<file path="config.mk">
export PLATFORM = sky130hd
export DESIGN_NAME = serializer_11bit_msb_first
export DESIGN_NICKNAME = d
export VERILOG_FILES = /design/src/rtl/serial_link_pkg.sv /design/src/rtl/piso_shreg.sv /design/src/rtl/serializer_11bit_msb_first.sv
export SDC_FILE = /design/constraint.sdc
export NUM_CORES = 1
export LEC_CHECK = 0
export CORE_ASPECT_RATIO = 0.75
export CORE_MARGIN = 3
export CORE_UTILIZATION = 35
export DETAILED_ROUTE_END_ITERATION = 12
export DONT_BUFFER_PORTS = 1
export SYNTH_ARGS = -nofsm -noshare
export SYNTH_HDL_FRONTEND = slang
export SYNTH_HIERARCHICAL = 1
export SYNTH_SLANG_ARGS = --single-unit
</file>
<file path="constraint.sdc">
create_clock -name clk -period 1.8 [get_ports clk]
set_input_delay 0.27 -clock clk [delete_from_list [all_inputs] [get_ports clk]]
set_output_delay 0.27 -clock clk [all_outputs]
set_load 0.05 [all_outputs]
</file>
<file path="src/rtl/serial_link_pkg.sv">
// Shared constants and state encoding for the 11-bit serial link.
package serial_link_pkg;

    localparam int unsigned N     = 11;
    localparam int unsigned CNT_W = 4;

    typedef enum logic [1:0] {
        StIdle  = 2'b00,
        StShift = 2'b01,
        StDone  = 2'b10
    } state_t;

endpackage

</file>
<file path="src/rtl/piso_shreg.sv">
// Parallel-in/serial-out shift register, MSB first, zero fill.
module piso_shreg #(
    parameter int unsigned N = serial_link_pkg::N
) (
    input  logic         clk,
    input  logic         clr_n,
    input  logic         sclr,
    input  logic         load,
    input  logic         shift_s,
    input  logic [N-1:0] data_in,
    output logic         msb
);

    logic [N-1:0] sreg;

    // Clear dominates load, load dominates shift.
    always_ff @(posedge clk or negedge clr_n) begin
        if (!clr_n) begin
            sreg <= '0;
        end else if (sclr) begin
            sreg <= '0;
        end else if (load) begin
            sreg <= data_in;
        end else if (shift_s) begin
            sreg <= {sreg[N-2:0], 1'b0};
        end
    end

    assign msb = sreg[N-1];

endmodule

</file>
<file path="src/rtl/serializer_11bit_msb_first.sv">
// Serial link transmitter: accepts a word on start/ready, shifts it out MSB first
// with consumer backpressure, then pulses done for one cycle.
module serializer_11bit_msb_first
    import serial_link_pkg::*;
(
    input  logic         clk,
    input  logic         clr_n,
    input  logic         sclr,
    input  logic [N-1:0] data_in,
    input  logic         start,
    output logic         ready,
    output logic         ser_out,
    output logic         ser_valid,
    input  logic         ser_en,
    output logic         busy,
    output logic         done
);

    state_t           state;
    logic [CNT_W-1:0] cnt;
    logic             load;
    logic             shift_s;
    logic             msb;

    assign load    = (state == StIdle) && start;
    assign shift_s = (state == StShift) && ser_en;

    piso_shreg #(
        .N(N)
    ) u_shreg (
        .clk     (clk),
        .clr_n   (clr_n),
        .sclr    (sclr),
        .load    (load),
        .shift_s (shift_s),
        .data_in (data_in),
        .msb     (msb)
    );

    // FSM and bit counter; cnt holds the number of bits still to transfer.
    always_ff @(posedge clk or negedge clr_n) begin
        if (!clr_n) begin
            state <= StIdle;
            cnt   <= '0;
        end else if (sclr) begin
            state <= StIdle;
            cnt   <= '0;
        end else begin
            case (state)
                StIdle: begin
                    if (start) begin
                        state <= StShift;
                        cnt   <= CNT_W'(N);
                    end
                end
                StShift: begin
                    if (ser_en) begin
                        cnt <= cnt - CNT_W'(1);
                        if (cnt == CNT_W'(1)) begin
                            state <= StDone;
                        end
                    end
                end
                StDone: begin
                    state <= StIdle;
                end
                default: begin
                    state <= StIdle;
                    cnt   <= '0;
                end
            endcase
        end
    end

    // Output decode from registered state and shift-register MSB.
    always_comb begin
        ready     = (state == StIdle);
        ser_valid = (state == StShift);
        done      = (state == StDone);
        busy      = (state != StIdle);
        ser_out   = (state == StShift) ? msb : 1'b0;
    end

endmodule

</file>
==> metrics.md <==
| Metric | Value |
|---|---|
| Run status | `complete, no violations` |
| Synthesis-to-layout area growth | `15.49%` |
| Total number of yosys warnings | `6` |
| Worst Hold End | `u_shreg/sreg[0]` |
| Count of input and output buffers | `0` |
| Pins Over Slew Limit | `0` |
| # Post-CTS Setup Buffers | `0` |
| Post-DP HPWL | `1407 microns` |
| Final Util | `45.14%` |
| # setup viols final | `0` |
| GRT overflow | `0` |
| Multi-input logic area | `486.7 sq um` |
| Crit path arrival time | `1.81 ns` |
| Die ar. | `3417 sq um` |
| WS Path Type | `register to register` |
| Synthesized Nets | `108` |
| Fin Setup TNS | `0 ns` |
| Actual slew at the worst max-slew pin | `0.7621 ns` |
| Min-delay src | `sclr` |
| Fin crit period | `1.665 ns` |
| Synthesized cell area | `960.9 sq um` |
| H-tree depth | `1` |
| CORE AREA | `2459 sq um` |
| FP Rows | `15` |
| Max Clock Skew | `0.004685 ns` |
| Initial Utilization | `39.08%` |
| 1st-pass router iterations | `4` |
| Sequential cell area | `425.4 sq um` |
| Initial antenna violation count | `0` |
| Synth unique cells | `24` |
| Layout cell share with drive strength beyond 1 | `18.18%` |
| Max_cap viols | `0` |
| Sequential fraction of the synthesis area | `44.27%` |
| Static Leak | `0.0004702 uW` |
| ANT cells | `0` |
| First-pass GRT wire length | `3374 microns` |
| WHS Path Cells | `1` |
| Final net count | `118` |
| Hold_ws | `0.07812 ns` |
| Clock-pin transition on the worst setup and hold timing paths | `0.07 ns` |
| Final hold violations | `0` |
| Post-Syn Instances | `90` |
| Worst reg2reg path endpoint | `u_shreg/sreg[5]` |
| Root Buffer | `clkbuf_8` |
| Yosys top cell by area | `dfrtp_1` |
| CP required | `1.95 ns` |
| Largest net degree at the start of global routing | `18` |
| Number of global-route vias before repair | `724` |
| Top cells by area, synth | `dfrtp_1 44%, mux2i_1 13%, a211oi_1 7.8%` |
| P per Cell Area | `823.6 nW/um^2` |
| Clock Sinks | `17` |
| Worst-path maximum fanout | `10` |
| Worst-Skew Late Latency | `0.25 ns` |
| Peak supply drop | `0.0002628 V` |
| Path depth of the worst reg2reg path | `5` |
| Worst min path class | `input pin to register` |
| Type of destination of the critical path | `register` |
| CTS tree | `yes` |
| Fin crit share | `92.49%` |
| Remaining antenna violation count after routing | `0` |
| Drt drc | `0` |
| Synth top area share | `44.27%` |
| Total CTS buffers | `3` |
| R2R Setup Slk | `0.14 ns` |
| Die outline width | `66.51 microns` |
| RSZ-0062 raised after global routing | `no` |
| # fillers | `221` |
| Initial DRC count | `31` |
| Total vias in the final route | `682` |
| Worst R2R Start | `state[0]` |
| Overall routing resource usage | `13.26%` |
| Commonest non-fill, non-tap cell in the layout | `dfrtp_1` |
| Highest-count cells in the layout ignoring fill and taps | `17 x dfrtp_1, 12 x mux2i_1, 11 x nor2b_1` |
| Startpoint Class | `register` |
| Number of I/O pins | `21` |
| Max Freq | `0.6007 GHz` |
| Slew HR | `49.03%` |
| WL/cell | `14.54 microns` |
| Vias per cell | `5.128` |
| Clk buf depth | `2` |
| #FFs+latches synth | `17` |
| DRT Wirelength | `1934 microns` |
| Post-synthesis average cell area | `10.68 sq um` |
| GP Congestion | `0.7740` |
| Die height | `51.38 microns` |
## power by group
part	switching, uW	internal (uW)
Clock	127	153
Sequential	22.3	415
Combinational	111	84.9
## area by class of cell
type                       instances  share of cell area [%]
clock inverter                     1                  0.4510
inverter                           6                   2.368
multi-input combinational         63                   43.86
tap                               34                   3.833
clock buffer                       3                   3.720
timing repair buffer               9                   7.441
sequential                        17                   38.33
## how the worst max path moves through the flow
stage	start	to	slack (ns)	cells after the start
final	state[0]	u_shreg/sreg[5]	0.14	5
after global routing	state[0]	u_shreg/sreg[5]	0.01	5
after CTS	state[1]	u_shreg/sreg[5]	0.07	5
after detailed placement	state[1]	u_shreg/sreg[10]	0.17	5
after global placement	state[1]	u_shreg/sreg[8]	0.16	5
after floorplan	state[0]	u_shreg/sreg[10]	0.03	6
## worst max-delay path, cell delays in order, from the launching register on
cell and delay [ns]:
dfrtp_1 0.40, buf_4 0.18, nor2_2 0.09, and2_1 0.30, clkinvlp_4 0.29, a211oi_1 0.30
## cell usage after synthesis
cell type and count:
a311o_1 1, a21oi_1 2, nor2_1 4, a211oi_1 10, a2bb2oi_1 1, nor2b_1 11
nand3_1 1, nand2b_1 2, clkbuf_1 2, a22o_1 3, mux2i_1 12, o32ai_2 1
and2_1 3, ha_1 2, or3b_1 1, o31a_1 1, dfrtp_1 17, or4b_4 1
nand2_1 3, clkinv_1 1, inv_1 5, nand2b_4 1, buf_6 2, nor3_1 3
## repair_timing
| item | CTS | global route |
|---|---|---|
| resized for setup | 0 | 2 |
| endpoints found under the hold margin | 17 | 0 |
| hold buffers | 1 | 0 |
| endpoints found under the setup margin | 0 | 4 |
## sequential cells by signal, summed over array words and instances, names as in the netlist
register and flops:
u_shreg/sreg 11, cnt 4, state 2
## stage by stage
stage | power, uW | cell area [sq um] | worst slack [ns] | std cells
after floorplan | 592.3 | 963.4 | 0.03445 | 90
after global placement | 626.5 | 1049 | 0.1628 | 128
after detailed placement | 628.6 | 1049 | 0.1692 | 128
after CTS | 923.6 | 1105 | 0.06745 | 133
after global routing | 976.4 | 1110 | 0.009642 | 133
final | 914.0 | 1110 | 0.1352 | 133
## kinds of logic after synthesis
logic type                 Yosys count  share of synthesized area, %
and+or+nand+nor                     30                         19.01
AOI/OAI and AO/OA                   19                         16.15
DFF                                 17                         44.27
muxes                               12                         12.50
buffers and inverters               10                         5.469
adders and majority gates            2                         2.604
## layer usage
layer	wire length [microns]	up-vias	track usage, %
li1	-	339	-
met1	881	325	16.44
met2	880	14	20.10
met3	139	4	5.055
met4	34	0	6.419
met5	0	-	0
Power figures use the tool's default switching activity.
